[src/rtl/if_fetch_queue.sv]
// In-order fetch queue between the I-cache response side of pre-fetch and ID.
// Each accepted request allocates an entry at the tail; I-cache responses
// fill the oldest pending entry; filled entries leave in order through a
// valid/ready handshake.
//
// Handshake: the head entry is transferred to ID on a cycle where
// out_valid && out_ready are both high at the rising clock edge. out_valid
// never depends on out_ready. The pre-fetch side may assert req_fire only in
// a cycle where can_issue is high.
//
// On flush, queued entries are discarded and drop_cnt remembers how many
// responses are still owed for discarded requests, so those late words can
// be swallowed without touching the new path.
module if_fetch_queue #(
  parameter int DEPTH = 4,
  parameter int EXC_W = 19
) (
  input  logic                       clk,
  input  logic                       resetn,
  input  logic                       req_fire,
  input  logic [31:0]                req_pc,
  input  logic [EXC_W-1:0]           req_except,
  input  logic                       rsp_valid,
  input  logic [31:0]                rsp_data,
  input  logic                       flush,
  input  logic                       out_ready,
  output logic                       out_valid,
  output logic [31:0]                out_pc,
  output logic [31:0]                out_instr,
  output logic [EXC_W-1:0]           out_except,
  output logic                       can_issue,
  output logic [$clog2(DEPTH+1)-1:0] occupancy
);

  localparam int PW = $clog2(DEPTH);
  localparam int OW = $clog2(DEPTH+1);
  localparam logic [OW+1:0] DEPTH_X = (OW+2)'(DEPTH);

  logic [31:0]      pc_q    [DEPTH];
  logic [EXC_W-1:0] exc_q   [DEPTH];
  logic [31:0]      instr_q [DEPTH];
  logic [DEPTH-1:0] valid_q;
  logic [DEPTH-1:0] pending_q;
  logic [PW-1:0]    head_q;
  logic [PW-1:0]    tail_q;
  logic [OW-1:0]    occ_q;
  logic [OW-1:0]    drop_q;

  logic             push;
  logic             pop;
  logic             fill;
  logic             fill_hit;
  logic [PW-1:0]    fill_idx;
  logic [PW-1:0]    scan;
  logic [OW+1:0]    pend_cnt;
  logic             new_pend;
  logic [OW+1:0]    drop_sum;
  logic [OW-1:0]    drop_next;

  // Head entry drives ID directly from flops; can_issue sees registers only.
  assign out_valid  = valid_q[head_q] & ~pending_q[head_q];
  assign out_pc     = pc_q[head_q];
  assign out_instr  = instr_q[head_q];
  assign out_except = exc_q[head_q];
  assign occupancy  = occ_q;
  assign can_issue  = ({2'b00, occ_q} + {2'b00, drop_q}) < DEPTH_X;

  assign push = req_fire & can_issue & ~flush;
  assign pop  = out_valid & out_ready & ~flush;
  assign fill = rsp_valid & (drop_q == '0) & fill_hit & ~flush;

  // Find the oldest pending entry (search from head, wrapping) and count pending entries.
  always_comb begin
    fill_hit = 1'b0;
    fill_idx = head_q;
    scan     = head_q;
    pend_cnt = '0;
    for (int i = 0; i < DEPTH; i++) begin
      scan = head_q + PW'(i);
      if (pending_q[scan] && !fill_hit) begin
        fill_hit = 1'b1;
        fill_idx = scan;
      end
      pend_cnt = pend_cnt + (OW+2)'(pending_q[i]);
    end
  end

  // Responses owed to discarded requests: accumulate on flush, drain on each response.
  always_comb begin
    new_pend  = req_fire & can_issue & (req_except == '0);
    drop_sum  = {2'b00, drop_q} + pend_cnt + (OW+2)'(new_pend);
    if (rsp_valid && drop_sum != '0) begin
      drop_sum = drop_sum - (OW+2)'(1);
    end
    drop_next = drop_q;
    if (flush) begin
      drop_next = (drop_sum > DEPTH_X) ? OW'(DEPTH) : drop_sum[OW-1:0];
    end else if (rsp_valid && drop_q != '0) begin
      drop_next = drop_q - OW'(1);
    end
  end

  // Entry array, pointers and counters.
  always_ff @(posedge clk or negedge resetn) begin
    if (!resetn) begin
      for (int i = 0; i < DEPTH; i++) begin
        pc_q[i]    <= '0;
        exc_q[i]   <= '0;
        instr_q[i] <= '0;
      end
      valid_q   <= '0;
      pending_q <= '0;
      head_q    <= '0;
      tail_q    <= '0;
      occ_q     <= '0;
      drop_q    <= '0;
    end else if (flush) begin
      for (int i = 0; i < DEPTH; i++) begin
        pc_q[i]    <= '0;
        exc_q[i]   <= '0;
        instr_q[i] <= '0;
      end
      valid_q   <= '0;
      pending_q <= '0;
      head_q    <= '0;
      tail_q    <= '0;
      occ_q     <= '0;
      drop_q    <= drop_next;
    end else begin
      // A fill targets a pending entry, a pop a filled head, a push a free
      // slot, so the three never touch the same index in one cycle.
      if (fill) begin
        instr_q[fill_idx]   <= rsp_data;
        pending_q[fill_idx] <= 1'b0;
      end
      if (pop) begin
        valid_q[head_q] <= 1'b0;
        pc_q[head_q]    <= '0;
        exc_q[head_q]   <= '0;
        instr_q[head_q] <= '0;
        head_q          <= head_q + PW'(1);
      end
      if (push) begin
        pc_q[tail_q]      <= req_pc;
        exc_q[tail_q]     <= req_except;
        instr_q[tail_q]   <= '0;
        valid_q[tail_q]   <= 1'b1;
        pending_q[tail_q] <= (req_except == '0);
        tail_q            <= tail_q + PW'(1);
      end
      occ_q  <= occ_q + OW'(push) - OW'(pop);
      drop_q <= drop_next;
    end
  end

  // Protocol checks on the neighbouring stages.
  a_issue_allowed: assert property (@(posedge clk) disable iff (!resetn)
    req_fire |-> can_issue);
  a_rsp_expected: assert property (@(posedge clk) disable iff (!resetn)
    rsp_valid |-> (drop_q != '0 || fill_hit));
  a_drop_bound: assert property (@(posedge clk) disable iff (!resetn)
    flush |-> (drop_sum <= DEPTH_X));

endmodule

[config.mk]
export PLATFORM = sky130hd
export DESIGN_NAME = if_fetch_queue
export DESIGN_NICKNAME = d
export VERILOG_FILES = /design/src/rtl/if_fetch_queue.sv
export SDC_FILE = /design/constraint.sdc
export NUM_CORES = 1
export LEC_CHECK = 0
export BUFFER_PORTS_ARGS = -buffer_cell sky130_fd_sc_hd__buf_4
export CORE_ASPECT_RATIO = 1.4
export CORE_MARGIN = 2
export CORE_UTILIZATION = 59
export CTS_CLUSTER_SIZE = 30
export DETAILED_ROUTE_END_ITERATION = 6
export PLACE_DENSITY = 0.8
export SLEW_MARGIN = 40
export SYNTH_ARGS = -nofsm -noshare
export SYNTH_HDL_FRONTEND = slang
export SYNTH_SLANG_ARGS = --single-unit
export TNS_END_PERCENT = 100
[constraint.sdc]
create_clock -name clk -period 5.3 [get_ports clk]
set_input_delay 0.795 -clock clk [delete_from_list [all_inputs] [get_ports clk]]
set_output_delay 0.795 -clock clk [all_outputs]
set_load 0.05 [all_outputs]
==> impl_metrics.csv <==
group,metric,value,unit
outcome,outcome,"completed",
die,die-width,145,um
synth,synthMuxAreaShare,14.6,%
sta,setup_violations,0,
die,dieHeight,201,um
cells_and_area,nets,1546,
synth,yosys.area_share.adder,1.95,%
critical_path,start_kind,"input port",
synth,ys_ff_latch,350,
sta,setup_tns,0,ns
synth,yosys.area_share.simple,9.75,%
synth,ys_warn_count,0,
sta,hold_viol,0,
synth,synthCells,1313,
cells_and_area,multi_input_area,7000,sq um
die,num_rows,72,
cts,h-tree-depth,2,
sta,rsz0062_at_grt,"false",
cts,clkLatencyLatePin,0.52,ns
cts,clockBufferDepth,3,
min_path,min_path_type,"in2async",
synth,async_flop_share,100,%
sta,worstMarginPinSlew,0.846,ns
job,maxCapViolCount,0,
cells_and_area,regArea,8770,sq um
cells_and_area,final_area,19100,sq um
die,io_pins,177,
global_route,antenna_found_initial,0,
pwr,p_total,7.48,mW
global_route,grt_pass1_wl,71.6,mm
pwr,power_density,392,nW/um^2
synth,synth_top_family_by_area,"compound AO/OA/AOI/OAI gates",
synth,synth_top_flop_cell,"dfrtp_1",
critical_path,worstReg2RegStart,"drop_q[2]",
detailed_routing,drtIter0Drc,1175,
cts,cts_tree,"done",
die,die-area,29000,sq um
detailed_routing,avgViaCountPerCell,6.79,
synth,ys_types,49,
sta,drv_slew,0,
die,initial_core_util,59.6,%
critical_path,cp.required,5.75,ns
cts,post_cts_resized,0,
pwr,ir_drop,0.000273,V
sta,fin_crit_sh,82.8,%
placed_design,placedCellCount,1767,
synth,seq_area_frac_synth,53.7,%
detailed_routing,vias,12400,
global_route,grt_use_total,31.5,%
sta,maxSlewHeadroom,43.6,%
synth,synth_compound_area_share,15.7,%
cells_and_area,drive_above_1_share,25.8,%
global_route,overflow,0,
die,core_area,27400,sq um
cells_and_area,final_core_util,69.8,%
synth,syn_nets,1425,
synth,syn_avg_cell_area,12.4,sq um
placed_design,gp_congestion,0.827,
detailed_routing,drcViolationCount,0,
placed_design,portBuffers,176,
cts,post_cts_buffers,0,
cts,cts_hold_buffers,0,
synth,synth_edf_count,0,
cells_and_area,area_growth,17.1,%
cts,cts-root-buf,"clkbuf_16",
synth,synth_area,16300,sq um
sta,max_freq,228,MHz
critical_path,worst-path-max-fanout,5,
synth,synth_top_area_share,53.7,%
cells_and_area,final-instance-count-excl-fill,1830,
cts,numClockSinks,350,
synth,yosysTopAreaCell,"dfrtp_1",
global_route,grt_pass1_vias,13100,
detailed_routing,wl_per_cell,24.6,um
global_route,grt_max_degree,118,
critical_path,rr_worst_depth,15,
cts,numCtsBuffers,35,
sta,skew,0.00950,ns
placed_design,placed_area,18000,sq um
critical_path,crit_arrival,4.84,ns
critical_path,endpoint_kind,"flip-flop",
cells_and_area,fill_cells,1952,
detailed_routing,wirelength,45.0,mm
critical_path,ff2ff_setup_slack,1.20,ns
critical_path,timing.rr.end,"drop_q[1]",
synth,synth_area_leaders,"dfrtp_1 54%, mux4_2 12%, a22o_1 9.2%",
sta,period_minus_slack,4.39,ns
synth,synthXorXnorAreaFrac,0.322,%
cts,path_clk_slew,0.06,ns
placed_design,dp_hpwl,26.2,mm
detailed_routing,firstDrtPassIters,7,
detailed_routing,ant_nets,0,
pwr,p_leak,8.51,nW
cells_and_area,antenna_cells,0,
critical_path,path_class,"in2reg",
per-stage QoR:
step / hold WS [ns] / setup slack (ns)
after floorplan: 0.444 / 1.09
after global placement: 0.459 / 0.743
after detailed placement: 0.478 / 0.692
after CTS: 0.232 / 0.976
after global routing: 0.258 / 0.665
final: 0.221 / 0.913
report_power, final:
part / switching (mW) / leakage, nW / total (mW) / internal, mW
combinational: 1.29 / 3.09 / 1.98 / 0.692
clock: 1.03 / 0.566 / 2.51 / 1.48
sequential: 0.159 / 4.86 / 3.00 / 2.84
total: 2.47 / 8.51 / 7.48 / 5.01
placed cells by master (no fill, tap or decap), drive strengths merged, types with 19 or more instances in the layout:
| master | n |
|---|---|
| nand4 | 97 |
| mux4 | 88 |
| nor2 | 76 |
| ha | 19 |
| buf | 208 |
| a22o | 171 |
| dfrtp | 350 |
| o21ai | 99 |
| clkbuf | 57 |
| mux2i | 38 |
| a22oi | 35 |
| nand2 | 107 |
worst max path at each step:
| stage | startpoint | to | slack, ns |
|---|---|---|---|
| 5_1_grt | req_except[14] | drop_q[1] | 0.67 |
| 2_1_floorplan | req_except[6] | drop_q[1] | 1.09 |
| 3_5_place_dp | req_except[14] | drop_q[1] | 0.69 |
| 6_report | req_except[14] | drop_q[1] | 0.91 |
| 3_3_place_gp | req_except[14] | drop_q[1] | 0.74 |
| 4_1_cts | req_except[14] | drop_q[1] | 0.98 |
synth_stat cells, types with 4 or more instances:
cell type,instances
buf_1,9
ha_1,19
and2_1,8
fa_1,4
xnor2_1,5
nor2_1,75
o21ai_0,65
mux2i_1,38
inv_1,16
nor3_1,7
buf_4,7
a211oi_2,4
buf_6,8
a21oi_1,15
buf_2,34
a21o_1,6
nor3b_1,4
nand4_1,97
dfrtp_1,350
o21ai_1,33
nor4_1,6
clkbuf_1,66
a22o_1,171
nor2b_1,5
mux4_2,88
a22oi_1,35
nand2_1,107
kinds of logic after synthesis:
logic type / Yosys count
AOI/OAI and AO/OA: 343
xor gates and xnor gates: 6
adders and majority gates: 23
buffers and inverters: 140
DFF: 350
muxes: 128
and+or+nand+nor: 323
worst max-delay path: stages:
cell,delay (ns)
buf_4,0.13
nor4_1,0.50
nand4_1,0.27
nor4_1,0.30
buf_4,0.20
nand2_1,0.07
fa_1,0.51
inv_1,0.04
ha_1,0.21
fa_1,0.58
inv_1,0.08
ha_1,0.21
nor4_1,0.24
mux2_2,0.20
a22oi_1,0.10
nor3b_1,0.23
o32a_1,0.18
flip-flops by register name (all words and copies together) (netlist names):
| register | cells |
|---|---|
| instr_q | 128 |
| pc_q | 128 |
| exc_q | 76 |
| pending_q | 4 |
| valid_q | 4 |
| drop_q | 3 |
| occupancy | 3 |
| head_q | 2 |
| tail_q | 2 |
final cells by class:
type,count,area share (%)
clock buffer,57,5.60
inverter,16,0.314
clock inverter,6,0.419
multi-input combinational,823,36.6
timing repair buffer,208,8.73
sequential,350,45.9
tap,370,2.42
routing by layer:
metal / track usage, % / up-vias / share of wire (%)
met4: 11.7 / 0 / 3.0
met5: 0 / - / 0
met2: 53.8 / 639 / 52
li1: - / 5219 / -
met3: 6.32 / 102 / 8.3
met1: 39.9 / 6473 / 37
Note: power is estimated with default switching activity, not from simulation.
